<file path="src/rtl/hpdmc_pkg.sv">
// Shared constants for the HPDMC SDRAM controller datapaths.
// The write-path state encoding, the DQS pre/postamble lengths and the byte-lane width.
package hpdmc_pkg;

  typedef enum logic [2:0] {
    S_IDLE  = 3'd0,
    S_WAIT  = 3'd1,
    S_PRE   = 3'd2,
    S_BURST = 3'd3,
    S_POST  = 3'd4
  } wr_state_t;

  localparam int DQS_PRE_LEN  = 1;
  localparam int DQS_POST_LEN = 1;
  localparam int BYTE_W       = 8;

endpackage

</file>
<file path="src/rtl/hpdmc_wrpath.sv">
// DDR write datapath: sequences DQS preamble, burst and postamble after a WRITE command.
// Pulls one 2*DQ_WIDTH word per ready cycle; a missing word is sent fully masked and flagged.
module hpdmc_wrpath
  import hpdmc_pkg::*;
#(
  parameter int DQ_WIDTH  = 32,
  parameter int BURST_LEN = 4,
  parameter int WR_LAT    = 1
) (
  input  logic                    sys_clk,
  input  logic                    sys_rst,
  input  logic                    write_start,
  output logic                    busy,
  input  logic [2*DQ_WIDTH-1:0]   wr_data,
  input  logic [DQ_WIDTH/4-1:0]   wr_mask,
  input  logic                    wr_valid,
  output logic                    wr_ready,
  output logic [DQ_WIDTH-1:0]     dq_o_r,
  output logic [DQ_WIDTH-1:0]     dq_o_f,
  output logic [DQ_WIDTH/8-1:0]   dm_o_r,
  output logic [DQ_WIDTH/8-1:0]   dm_o_f,
  output logic                    dq_oe,
  output logic [DQ_WIDTH/8-1:0]   dqs_o_r,
  output logic [DQ_WIDTH/8-1:0]   dqs_o_f,
  output logic                    dqs_oe,
  input  logic                    err_clear,
  output logic                    underrun,
  output logic                    cmd_error
);

  localparam int N     = BURST_LEN / 2;
  localparam int NB    = DQ_WIDTH / BYTE_W;
  localparam int CNT_W = $clog2(N + 8);

  wr_state_t        state_q, state_d;
  logic [CNT_W-1:0] cnt_q, cnt_d;
  logic             ready;

  always_comb begin
    state_d = state_q;
    cnt_d   = cnt_q;
    ready   = 1'b0;
    case (state_q)
      S_IDLE: begin
        if (write_start) begin
          if (WR_LAT > 0) begin
            state_d = S_WAIT;
            cnt_d   = CNT_W'(WR_LAT - 1);
          end else begin
            state_d = S_PRE;
          end
        end
      end
      S_WAIT: begin
        if (cnt_q == '0) state_d = S_PRE;
        else             cnt_d   = cnt_q - 1'b1;
      end
      S_PRE: begin
        ready   = 1'b1;
        state_d = S_BURST;
        cnt_d   = CNT_W'(N - 1);
      end
      S_BURST: begin
        // The last beat's word was already fetched during the previous cycle.
        ready = (cnt_q != '0);
        if (cnt_q == '0) state_d = S_POST;
        else             cnt_d   = cnt_q - 1'b1;
      end
      S_POST:  state_d = S_IDLE;
      default: state_d = S_IDLE;
    endcase
  end

  always_ff @(posedge sys_clk or posedge sys_rst) begin
    if (sys_rst) begin
      state_q   <= S_IDLE;
      cnt_q     <= '0;
      dq_o_r    <= '0;
      dq_o_f    <= '0;
      dm_o_r    <= '0;
      dm_o_f    <= '0;
      dq_oe     <= 1'b0;
      dqs_o_r   <= '0;
      dqs_oe    <= 1'b0;
      underrun  <= 1'b0;
      cmd_error <= 1'b0;
    end else begin
      state_q <= state_d;
      cnt_q   <= cnt_d;
      dqs_oe  <= (state_d == S_PRE) || (state_d == S_BURST) || (state_d == S_POST);
      dq_oe   <= (state_d == S_BURST);
      dqs_o_r <= (state_d == S_BURST) ? '1 : '0;
      if (ready && wr_valid) begin
        dq_o_r <= wr_data[2*DQ_WIDTH-1:DQ_WIDTH];
        dq_o_f <= wr_data[DQ_WIDTH-1:0];
        dm_o_r <= wr_mask[2*NB-1:NB];
        dm_o_f <= wr_mask[NB-1:0];
      end else if (ready) begin
        dq_o_r <= '0;
        dq_o_f <= '0;
        dm_o_r <= '1;
        dm_o_f <= '1;
      end else begin
        dq_o_r <= '0;
        dq_o_f <= '0;
        dm_o_r <= '0;
        dm_o_f <= '0;
      end
      // Set beats clear so an event coinciding with err_clear is not lost.
      underrun  <= (underrun & ~err_clear) | (ready & ~wr_valid);
      cmd_error <= (cmd_error & ~err_clear) | (write_start & busy);
    end
  end

  assign dqs_o_f  = '0;
  assign busy     = (state_q != S_IDLE);
  assign wr_ready = ready;

endmodule

</file>
<file path="config.mk">
export PLATFORM = sky130hd
export DESIGN_NAME = hpdmc_wrpath
export DESIGN_NICKNAME = d
export VERILOG_FILES = /design/src/rtl/hpdmc_pkg.sv /design/src/rtl/hpdmc_wrpath.sv
export SDC_FILE = /design/constraint.sdc
export NUM_CORES = 1
export LEC_CHECK = 0
export CELL_PAD_IN_SITES_DETAIL_PLACEMENT = 0
export CELL_PAD_IN_SITES_GLOBAL_PLACEMENT = 2
export CORE_AREA = 2 2 106 119
export CTS_BUF_LIST = sky130_fd_sc_hd__clkbuf_16
export DETAILED_ROUTE_END_ITERATION = 8
export DIE_AREA = 0 0 108 121
export PLACE_DENSITY_LB_ADDON = 0.1
export SYNTH_ARGS = -nofsm -noshare
export SYNTH_HDL_FRONTEND = slang
export SYNTH_SLANG_ARGS = --single-unit
export TNS_END_PERCENT = 100
</file>
<file path="constraint.sdc">
create_clock -name sys_clk -period 6.4 [get_ports sys_clk]
set_input_delay 1.28 -clock sys_clk [delete_from_list [all_inputs] [get_ports sys_clk]]
set_output_delay 1.28 -clock sys_clk [all_outputs]
set_load 0.005 [all_outputs]
</file>
; Word-level counts from Yosys, hierarchy flattened
; Index checks and enable logic that the tools add are counted.
[classes]
n_addsub = 1
n_eq_ne = 8
muxes = 14
n_bitwise = 8
n_reduce_logical = 10
[ops]
columns = cell, n
row1 = $mux 32, 2
row2 = $mux 4, 6
row3 = $eq 3x2->1 const B, 4
row4 = $pmux 3 s4, 1
row5 = $pmux 4 s3, 1
row6 = $mux 3, 3
row7 = $reduce_bool 3->1, 2
row8 = $and 1x1->1, 4
row9 = $logic_not 4->1, 1
row10 = $ne 2x2->1 const B, 2
row11 = $reduce_bool 4->1, 1
row12 = $sub 4x1->4 const B, 1
row13 = $eq 3x1->1 const B, 1
row14 = $eq 3x3->1 const B, 1
row15 = $logic_not 3->1, 1
row16 = $reduce_and 3->1, 1
row17 = $logic_or 1x1->1, 2
row18 = $not 1->1, 2
row19 = $or 1x1->1, 2
row20 = $pmux 1 s2, 1
row21 = $reduce_or 2->1, 1
row22 = $logic_and 1x1->1, 1
[totals]
regBits = 87
in_bits = 77

; Logic depth before layout (Yosys ltp)
; Gate-level depths: netlist of run 1.
[depth]
word_depth = 6
mapped_depth = 7
mapped_depth_nobuf = 6

; Least setup slack after synthesis of run 1
; Ideal clock, no wire load.
[synth_timing]
path_type = register to output
startpoint = register cnt_q[0]
endpoint = output port wr_ready
arrival_time_ns = 1.196
required_time_ns = 5.120
slack_ns = 3.924
path_stages_with_launch = 6
path_buffers = 1
path_cell_list = dfrtp_1 > inv_1 > ha_1 > nor4bb_1 > buf_6 > nor2_2
[synth_between]
elab_chain_cells = 2
[synth_rtl]
columns = element, line
row1 = start: declaration, hpdmc_wrpath.sv:36  ; logic [CNT_W-1:0] cnt_q, cnt_d;
row2 = start signal: assignment, hpdmc_wrpath.sv:89  ; cnt_q <= cnt_d;
row3 = $reduce_bool 4->1, hpdmc_wrpath.sv:65  ; ready = (cnt_q != '0);
row4 = $pmux 1 s2, hpdmc_wrpath.sv:43  ; case (state_q)
row5 = end: declaration, hpdmc_wrpath.sv:17  ; output logic wr_ready,
; No other way between the ends.

; Worst setup path in the final report of run 1
; Ends and elaborated chain as after synthesis.

==> results of run 1 <==
sequential cells by signal, summed over array words and instances (netlist names):
name and flops:
underrun 1, cmd_error 1, dm_o_f 4, dq_o_f 32
state_q 3, dq_o_r 32, dqs_oe 1, cnt_q 4
dqs_o_r 1, dm_o_r 4
cell usage after synthesis (all sizes together) (3+ instances only):
cell    instances
buf            10
o21a            8
nor2            7
inv             6
clkbuf          6
dfrtp          83
and2           64
o21ai           4
nor3            3
nand2           3
area by class of cell:
| type | instances | share of cell area |
|---|---|---|
| Multi-Input combinational cell | 110 | 0.145 |
| Clock buffer | 9 | 0.0458 |
| Timing Repair Buffer | 161 | 0.326 |
| Inverter | 7 | 0.00559 |
| Tap cell | 154 | 0.0391 |
| Clock inverter | 7 | 0.0170 |
| Sequential cell | 83 | 0.422 |
power groups by stage:
stage	clock [mW]	sequential, mW	combinational [mW]
6_report	0.542	0.711	0.577
5_1_grt	0.581	0.726	0.642
4_1_cts	0.561	0.712	0.594
3_5_place_dp	0	0.721	0.591
3_3_place_gp	0	0.718	0.589
2_1_floorplan	0	0.724	0.237
final timing paths:
| path | start | end | slack (ps) |
|---|---|---|---|
| worst max-delay path | cnt_q[0]$_DFFE_PP0P_ | wr_ready | 2940 |
| worst min-delay path | cmd_error$_DFF_PP0_ | cmd_error$_DFF_PP0_ | 530 |
| worst max register to register | cnt_q[0]$_DFFE_PP0P_ | dq_o_f[0]$_DFF_PP0_ | 4190 |
| worst min register to register | cmd_error$_DFF_PP0_ | cmd_error$_DFF_PP0_ | 530 |
| max in group asynchronous | sys_rst | dq_o_f[17]$_DFF_PP0_ | 3990 |
| min in group asynchronous | sys_rst | dq_o_r[5]$_DFF_PP0_ | 1380 |
through the flow:
step	hold WS (ps)	power [mW]	cell area (sq um)	util	setup WS (ps)
after global routing	565	1.95	4920	0.416	2710
after detailed placement	525	1.31	4610	0.390	3030
after floorplan	488	0.960	2920	-	2980
final	530	1.83	4920	0.416	2940
after CTS	532	1.87	4920	0.416	2930
after global placement	517	1.31	4610	0.390	3090
cells by family (layout without fill, tap and decap cells):
family / after synthesis / after routing / synth area share
AND/OR/NAND/NOR: 86 / 86 / 0.187
adder cells (fa/ha/maj): 2 / 2 / 0.00860
other: 1 / 4 / 0.00129
AO/OA/AOI/OAI: 17 / 17 / 0.0413
flip-flops: 83 / 83 / 0.714
buffers and inverters: 23 / 184 / 0.0456
XOR/XNOR: 1 / 1 / 0.00301
worst max-delay path, cell delays in order (launching register included):
cell and delay (ps):
dfrtp_1 410, inv_1 130, ha_1 180, nor4bb_1 430, nor2_2 180, clkdlybuf4s50_1 510
per-layer routing:
layer,wire [um],share of wire,GRT usage
met2,3650,0.48,0.186
met3,776,0.10,0.0510
met1,3010,0.40,0.140
met5,0,0,0
met4,133,0.018,0.0673
==> impl_results.md, run 1 <==
- Initial Util: 0.246
- Pre-antenna DRT Iters: 4
- Die W: 108 um
- Height of the chip: 121 um
- Synthesis Warnings: 0
- Mapped Area: 0.00291 sq mm
- Area grow syn2layout: 69.1%
- Clock power frac: 0.296
- Synth Flop Type: dfrtp_1
- Total track usage: 0.120
- Detail Route Antenna Nets: 0
- Synth cell types: 29
- IO Port Bufs: 158
- Die area: 0.0131 sq mm
- Ports: 163
- Number of synthesized register bits: 83
- R2R cell count: 7
- Hold Buf Count CTS: 0
- Worst EP required: 5120 ps
- Core area: 0.0118 sq mm
- Layout cells sized above 1: 0.0531
- Number of synthesized flops with an enable pin: 0
- CTS tree: built
- Drt initial violations: 36
- Least-Margin Pin Slew: 776 ps
- Vias: 2068
- NetSw: 0.484 mW
- Post_cts resized: 0
- Largest net degree at the start of global routing: 52
- Global-route wire length before repair: 11600 um
- Row count: 42
- RSZ-0062 raised after global routing: false
- Hold Vio Cnt, Final: 0
- Internal Power: 1.35 mW
- CTS clk-pin slew, worst paths: 60 ps
- Worst min path class: reg2reg
- Worst skew pair latency: 330 ps
- Vias in the first global route: 2156
- Fillers: 1147
- Top-area cell type share of the netlist area: 0.714
- Antenna Cells: 0
- Seq. cell area: 0.00208 sq mm
- Maximum capacitance violations: 0
- Part of the power in registers: 0.389
- Crit path max fanout: 9
- Share of synthesized registers carrying an async set or reset: 1.00
- Ranking of synthesized cells by area: dfrtp_1, and2_1, buf_4, o21a_1, clkbuf_2
- Htree depth: 3
- Status: complete, no violations
- Nets: 451
- Gate power share: 0.315
- Power density over cell area: 372 mW/mm^2
- CP Capture Type: output port
- WHS Path Cells: 2
- GRT overflow: 0
- Setup TNS: 0 ps
- Clock Skew: 6.63 ps
- # DRC: 0
- Top achievable clock speed: 0.289 GHz
- Tcrit/Tclk final: 0.540
- Crit path time final: 3460 ps
- Mapped Cells: 213
- Most common cell after layout, fill and taps aside: clkdlybuf4s50_1
- Num CTS Buffers: 9
- Initial antenna violation count: 0
- DR WL/cell: 14.2 um
- Register area share after synthesis: 0.714
- Inst Count DP: 515
- # setup viols final: 0
- Most frequent cells in the layout: clkdlybuf4s50_1, dfrtp_1, and2_1
- Max Transition Viols Final: 0
- Area of the multi-input gates: 712 sq um
- CTS root buffer: clkbuf_16
- Avg Inst Size Synth: 13.7 sq um
- P_leak: 2.19 nW
- Peak supply drop: 0.121 mV
- Cell taking the most area after synthesis: dfrtp_1
- WL final: 7560 um
- Vias per inst: 3.89
- Relative slew slack: 0.482
- Clock buffer depth: 2
- Switching share of power: 0.264
- Post-Layout Cell Count: 531
- DP Wirelength: 5360 um
- Post CTS Setup Buffer Count: 0
- Critical setup path kind: reg2out
- Worst EP arrival: 2180 ps
- Routability Congestion: 0.726
- Startpoint class of the critical path: flop
- Clock Sinks: 83
No activity file was read; power rests on OpenSTA's default activity.
==> inputs of run 2 (changes only) <==
Settings changed: CORE_AREA 2 2 106 119 to 2 2 111 123, DIE_AREA 0 0 108 121 to 0 0 113 125.
Clock period 6.4 ns to 3.5 ns, I/O delays scaled along.
==> run 2 against run 1 <==
Effect of this change: the flow now finishes with violations (DRC); count of clock-buffer cells in the layout did not move; sequential share of layout area grew 0.15 points; first-iteration DRC count fell by 17%; hold slack lost 5.6 ps; critical path depth unchanged; global-route usage decreased by 1.4 points; flip-flop and latch count stayed put; combinational power increased by 82%; clock skew down 0.75 ps; utilization is 3.9 points lower; critical endpoint unchanged.
==> impl_results.md, run 2 (synthesis gave the netlist of run 1 again) <==
- Nets: 452 (+0.22%)
- Vias: 2066 (-0.097%)
- Initial Util: 0.224 (-0.0221)
- Tcrit/Tclk final: 0.817
- Setup WS post-layout: 640 ps (-2300 ps)
- DP Worst Slack: 1010 ps (-2020 ps)
- Post-route core utilization: 0.378 (-0.0388)
- Failing checks: DRC
- Vias per inst: 3.83 (-1.6%)
- Num CTS Buffers: 9 (unchanged)
- Initial antenna violation count: 0 (unchanged)
- Layout cells sized above 1: 0.0556 (+0.00251)
- Htree depth: 3 (unchanged)
- Hold Vio Cnt, Final: 0 (unchanged)
- Clock Skew: 5.89 ps (-0.746 ps)
- Vias in the first global route: 2153 (-0.14%)
- Clock buffer depth: 2 (unchanged)
- RSZ-0062 raised after global routing: false
- CTS tree: built
- Critical setup path kind: reg2out
- Worst skew pair latency: 340 ps (about the same)
- Setup TNS: 0 ps (unchanged)
- Seq. cell area: 0.00208 sq mm (unchanged)
- Post CTS Setup Buffer Count: 0 (unchanged)
- IO Port Bufs: 158 (unchanged)
- Antenna Cells: 0 (unchanged)
- Area grow syn2layout: 68.5%
- Hold Buf Count CTS: 0 (unchanged)
- Drt initial violations: 30 (-17%)
- Most frequent cells in the layout: clkdlybuf4s50_1, dfrtp_1, and2_1
- Top achievable clock speed: 0.350 GHz
- CTS root buffer: clkbuf_16
- Least-Margin Pin Slew: 509 ps (-267 ps)
- Design area: 0.00490 sq mm (-0.36%)
- Row count: 44 (+4.8%)
- Status: finished, violations left
- Ports: 163 (unchanged)
- # setup viols final: 0 (unchanged)
- Worst min path class: reg2reg
- Worst EP required: 2800 ps (-2320 ps)
- WL final: 7280 um (-3.8%)
- DR WL/cell: 13.5 um (-5.2%)
- Largest net degree at the start of global routing: 47 (-9.6%)
- Maximum capacitance violations: 0 (unchanged)
- Height of the chip: 125 um (+3.3%)
- Clock Sinks: 83 (unchanged)
- # DRC: 7 (+7)
- Power consumption: 3.19 mW (+75%)
- GRT overflow: 0 (unchanged)
- Die area: 0.0141 sq mm (+8.1%)
- Worst EP arrival: 2160 ps (-20 ps)
- Post-DP Area: 0.00464 sq mm (+0.65%)
- Biggest regs: dq_o_f: 32 flops, dq_o_r: 32 flops
- Relative slew slack: 0.661 (+0.179)
- Global-route wire length before repair: 11400 um (-1.8%)
- Total track usage: 0.107 (-0.0137)
- Routability Congestion: 0.687 (-5.4%)
- DP Wirelength: 5060 um (-5.7%)
- Startpoint class of the critical path: flop
- Fillers: 1269 (+11%)
- Crit path max fanout: 9 (unchanged)
- Peak supply drop: 0.204 mV (+69%)
- Max Transition Viols Final: 0 (unchanged)
- Core area: 0.0130 sq mm (+9.9%)
- Power density over cell area: 651 mW/mm^2 (+75%)
- Detail Route Antenna Nets: 0 (unchanged)
- CTS clk-pin slew, worst paths: 60 ps (about the same)
- Crit path time final: 2860 ps
- CP Capture Type: output port
- Post_cts resized: 0 (unchanged)
- Pre-antenna DRT Iters: 6 (+2)
- Area of the multi-input gates: 712 sq um (unchanged)
- Most common cell after layout, fill and taps aside: clkdlybuf4s50_1
- Die W: 113 um (+4.6%)
- P_leak: 2.18 nW (-0.63%)
-- run 2: changes by cell type in the layout (fill, tap and decap cells not counted) --
cell,before,now
clkinvlp_4,1,2
bufinv_16,2,0
buf_12,0,1
inv_4,0,1
-- run 2: final cells by class --
cell class,instances,area share
Tap cell,161,0.0411
Timing Repair Buffer,162,0.331
Sequential cell,83,0.423
Clock inverter,7,0.00740
Clock buffer,9,0.0459
Inverter,7,0.00587
Multi-Input combinational cell,110,0.145
-- run 2: path summary, 6_finish.rpt --
path / from / end / slack [ps] / cells past startpoint
worst min-delay path: cmd_error$_DFF_PP0_ / cmd_error$_DFF_PP0_ / 520 / 2
max in group asynchronous: sys_rst / dq_o_f[23]$_DFF_PP0_ / 2110 / 3
worst max-delay path: cnt_q[0]$_DFFE_PP0P_ / wr_ready / 640 / 5
worst max register to register: cnt_q[0]$_DFFE_PP0P_ / dq_o_f[10]$_DFF_PP0_ / 1480 / 7
min in group asynchronous: sys_rst / dm_o_r[1]$_DFF_PP0_ / 750 / 2
worst min register to register: cmd_error$_DFF_PP0_ / cmd_error$_DFF_PP0_ / 520 / 2
-- run 2: metal layers --
| metal | track usage | part of all wire |
|---|---|---|
| met5 | 0 | 0 |
| met4 | 0.0603 | 0.024 |
| met3 | 0.0587 | 0.12 |
| met2 | 0.162 | 0.47 |
| met1 | 0.118 | 0.39 |
-- run 2: where the power goes --
part	switching [mW]	total, mW	leakage [nW]	internal [mW]
Clock	0.379	0.849	0.127	0.470
Combinational	0.390	1.05	0.939	0.659
Sequential	0.103	1.30	1.11	1.19
Total	0.872	3.19	2.17	2.32
-- run 2: critical path: stages, from the launching register on --
cell and delay (ps):
dfrtp_1 400, inv_1 110, ha_1 170, nor4bb_1 460, nor2_2 180, clkdlybuf4s50_1 490
-- run 2: metrics by stage --
| step | hold WS [ps] | std cells |
|---|---|---|
| after floorplan | 488 | 216 |
| after global placement | 513 | 523 |
| after detailed placement | 519 | 523 |
| after CTS | 528 | 539 |
| after global routing | 564 | 539 |
| final | 524 | 539 |
==> inputs of run 3 (changes only) <==
Clock period 3.5 ns to 2.65 ns, I/O delays scaled along.
==> run 3 against run 2 <==
Effect of this change: the flow still finishes with violations (DRC); combinational power grew 36%; sequential share of layout area shrank 0.41 points; register-to-register slack lost 710 ps; wire length grew 3.0%; critical path depth is the same; clock power grew 31%; cell area grew 0.97%; die area is the same; via count shrank 0.48%; critical endpoint unchanged; largest cell class unchanged.
==> impl_results.md, run 3 (synthesis gave the netlist of run 1 again) <==
- Most frequent cells in the layout: clkdlybuf4s50_1, dfrtp_1, and2_1
- Tcrit/Tclk final: 0.947
- Worst min path class: reg2reg
- DP Worst Slack: 338 ps (-671 ps)
- P_leak: 2.19 nW (+0.78%)
- Worst Setup SP: cnt_q[0]$_DFFE_PP0P_
- Switching share of power: 0.274 (+0.00125)
- Initial Util: 0.224 (unchanged)
- Max Transition Viols Final: 0 (unchanged)
- R2R cell count: 7 (unchanged)
- Hold Buf Count CTS: 0 (unchanged)
- WL final: 7500 um (+3.0%)
- RSZ-0062 raised after global routing: false
- CP Capture Type: output port
- Ports: 163 (unchanged)
- DP Wirelength: 5250 um (+3.8%)
- Htree depth: 3 (unchanged)
- IO Port Bufs: 158 (unchanged)
- Maximum capacitance violations: 0 (unchanged)
- Setup WS post-layout: 140 ps (-500 ps)
- Part of the power in registers: 0.404 (-0.002)
- Gate power share: 0.336 (+0.008)
- Crit path time final: 2510 ps
- Drt initial violations: 54 (+80%)
- Inst Count DP: 524 (+0.19%)
- CTS root buffer: clkbuf_16
- Worst EP required: 2120 ps (-680 ps)
- Power density over cell area: 860 mW/mm^2 (+32%)
- CTS clk-pin slew, worst paths: 60 ps (about the same)
- Biggest regs: dq_o_f: 32 flops, dq_o_r: 32 flops
- Worst EP arrival: 1980 ps (-180 ps)
- Initial antenna violation count: 1 (+1)
- Routability Congestion: 0.704 (+2.4%)
- NetSw: 1.17 mW (+34%)
- Height of the chip: 125 um (unchanged)
- Vias per inst: 3.80 (-0.85%)
- Nets: 453 (+0.22%)
- Post-route core utilization: 0.381 (+0.00366)
- Internal Power: 3.09 mW (+33%)
- DR WL/cell: 13.9 um (+2.6%)
- Most common cell after layout, fill and taps aside: clkdlybuf4s50_1
- Reg-to-reg slack, setup: 770 ps (-710 ps)
- Die area: 0.0141 sq mm (unchanged)
- Crit path to: wr_ready
- Failing checks: DRC
- Clock Sinks: 83 (unchanged)
- CP delay by family, top: buffers and inverters
- Total track usage: 0.113 (+0.00597)
- Reg-to-Reg End: dq_o_f[31]$_DFF_PP0_
- Crit path max fanout: 9 (unchanged)
- Vias: 2056 (-0.48%)
- Startpoint class of the critical path: flop
- Vias in the first global route: 2240 (+4.0%)
- Worst skew pair latency: 350 ps (about the same)
- Hold Vio Cnt, Final: 0 (unchanged)
- Pre-antenna DRT Iters: 6 (unchanged)
- Largest net degree at the start of global routing: 65 (+38%)
- Power consumption: 4.26 mW (+33%)
- CTS tree: built
- Critical setup path kind: reg2out
- Crit-path slowest cell: clkdlybuf4s50_1
- Post CTS Setup Buffer Count: 0 (unchanged)
- Slowest stage delay, CP: 460 ps (-30 ps)
- GRT overflow: 0 (unchanged)
- Detail Route Antenna Nets: 0 (unchanged)
- Num CTS Buffers: 9 (unchanged)
- Top achievable clock speed: 0.398 GHz
- Crit path cell chain: inv_1 > ha_1 > nor4bb_4 > nor2_4 > clkdlybuf4s50_1
- Core area: 0.0130 sq mm (unchanged)
- Clock power frac: 0.260 (-0.006)
- Critical path depth in cells: 5 (unchanged)
- Area grow syn2layout: 70.2%
- # DRC: 12 (+5)
- Setup TNS: 0 ps (unchanged)
- Post-Layout Cell Count: 541 (+0.37%)
- Layout cells sized above 1: 0.0528 (-0.00279)
- Row count: 44 (unchanged)
- Global-route wire length before repair: 11900 um (+4.3%)
- # setup viols final: 0 (unchanged)
- Worst path bufs/invs: 2 (unchanged)
- Clock Skew: 4.32 ps (-1.57 ps)
- Status: finished, violations left
- Clock buffer depth: 2 (unchanged)
- Worst R2R Start: cnt_q[0]$_DFFE_PP0P_
- Die W: 113 um (unchanged)
- Peak supply drop: 0.315 mV (+55%)
-- run 3: cell count changes in the layout (fill, tap and decap cells not counted), sizes merged --
cell and change:
buf +1, clkinv +1, diode +1, clkinvlp -1
-- run 3: metal layers --
layer	vias up	global-route usage	share of wire
met3	16	0.0727	0.13
met5	-	0	0
met4	0	0.0603	0.025
met2	84	0.169	0.47
li1	986	-	-
met1	970	0.121	0.37
-- run 3: worst register-to-register path, stage by stage (launching register included) --
cell	delay (ps)
dfrtp_1	410
inv_1	110
ha_1	170
nor4bb_4	370
buf_4	230
nor3_4	60
buf_12	180
and2_1	240
-- run 3: cell type report --
| class | count | area (sq um) |
|---|---|---|
| Antenna cell | 1 | 2.50 |
| Fill cell | 1333 | 8040 |
| Sequential cell | 83 | 2080 |
| Timing Repair Buffer | 163 | 1660 |
| Clock inverter | 7 | 27.5 |
| Inverter | 7 | 30.0 |
| Clock buffer | 9 | 225 |
| Tap cell | 161 | 201 |
| Multi-Input combinational cell | 110 | 732 |
-- run 3: worst min path at each step --
stage	slack, ps	end	start	cells past startpoint
after detailed placement	510	cmd_error$_DFF_PP0_	cmd_error$_DFF_PP0_	2
after global placement	520	cmd_error$_DFF_PP0_	cmd_error$_DFF_PP0_	2
after global routing	550	cmd_error$_DFF_PP0_	cmd_error$_DFF_PP0_	2
final	520	cmd_error$_DFF_PP0_	cmd_error$_DFF_PP0_	2
after floorplan	490	cnt_q[2]$_DFFE_PP0P_	cnt_q[2]$_DFFE_PP0P_	1
after CTS	520	cmd_error$_DFF_PP0_	cmd_error$_DFF_PP0_	2
-- run 3: per-stage QoR --
| stage | cell area, sq um | hold slack [ps] |
|---|---|---|
| after floorplan | 2930 | 488 |
| after global placement | 4680 | 522 |
| after detailed placement | 4680 | 515 |
| after CTS | 4940 | 524 |
| after global routing | 4950 | 545 |
| final | 4950 | 517 |
-- run 3: timing repair --
item | in CTS | in global routing
pin swaps | 1 | 0
gates resized for setup | 1 | 2
endpoints found under the setup margin | 1 | 1
-- run 3: power by group through the flow --
stage | Combinational [mW] | Clock [mW] | Sequential (mW)
floorplan | 0.572 | 0 | 1.75
global placement | 1.44 | 0 | 1.73
detailed placement | 1.44 | 0 | 1.74
CTS | 1.45 | 1.16 | 1.72
global route | 1.58 | 1.21 | 1.76
finish | 1.43 | 1.11 | 1.72
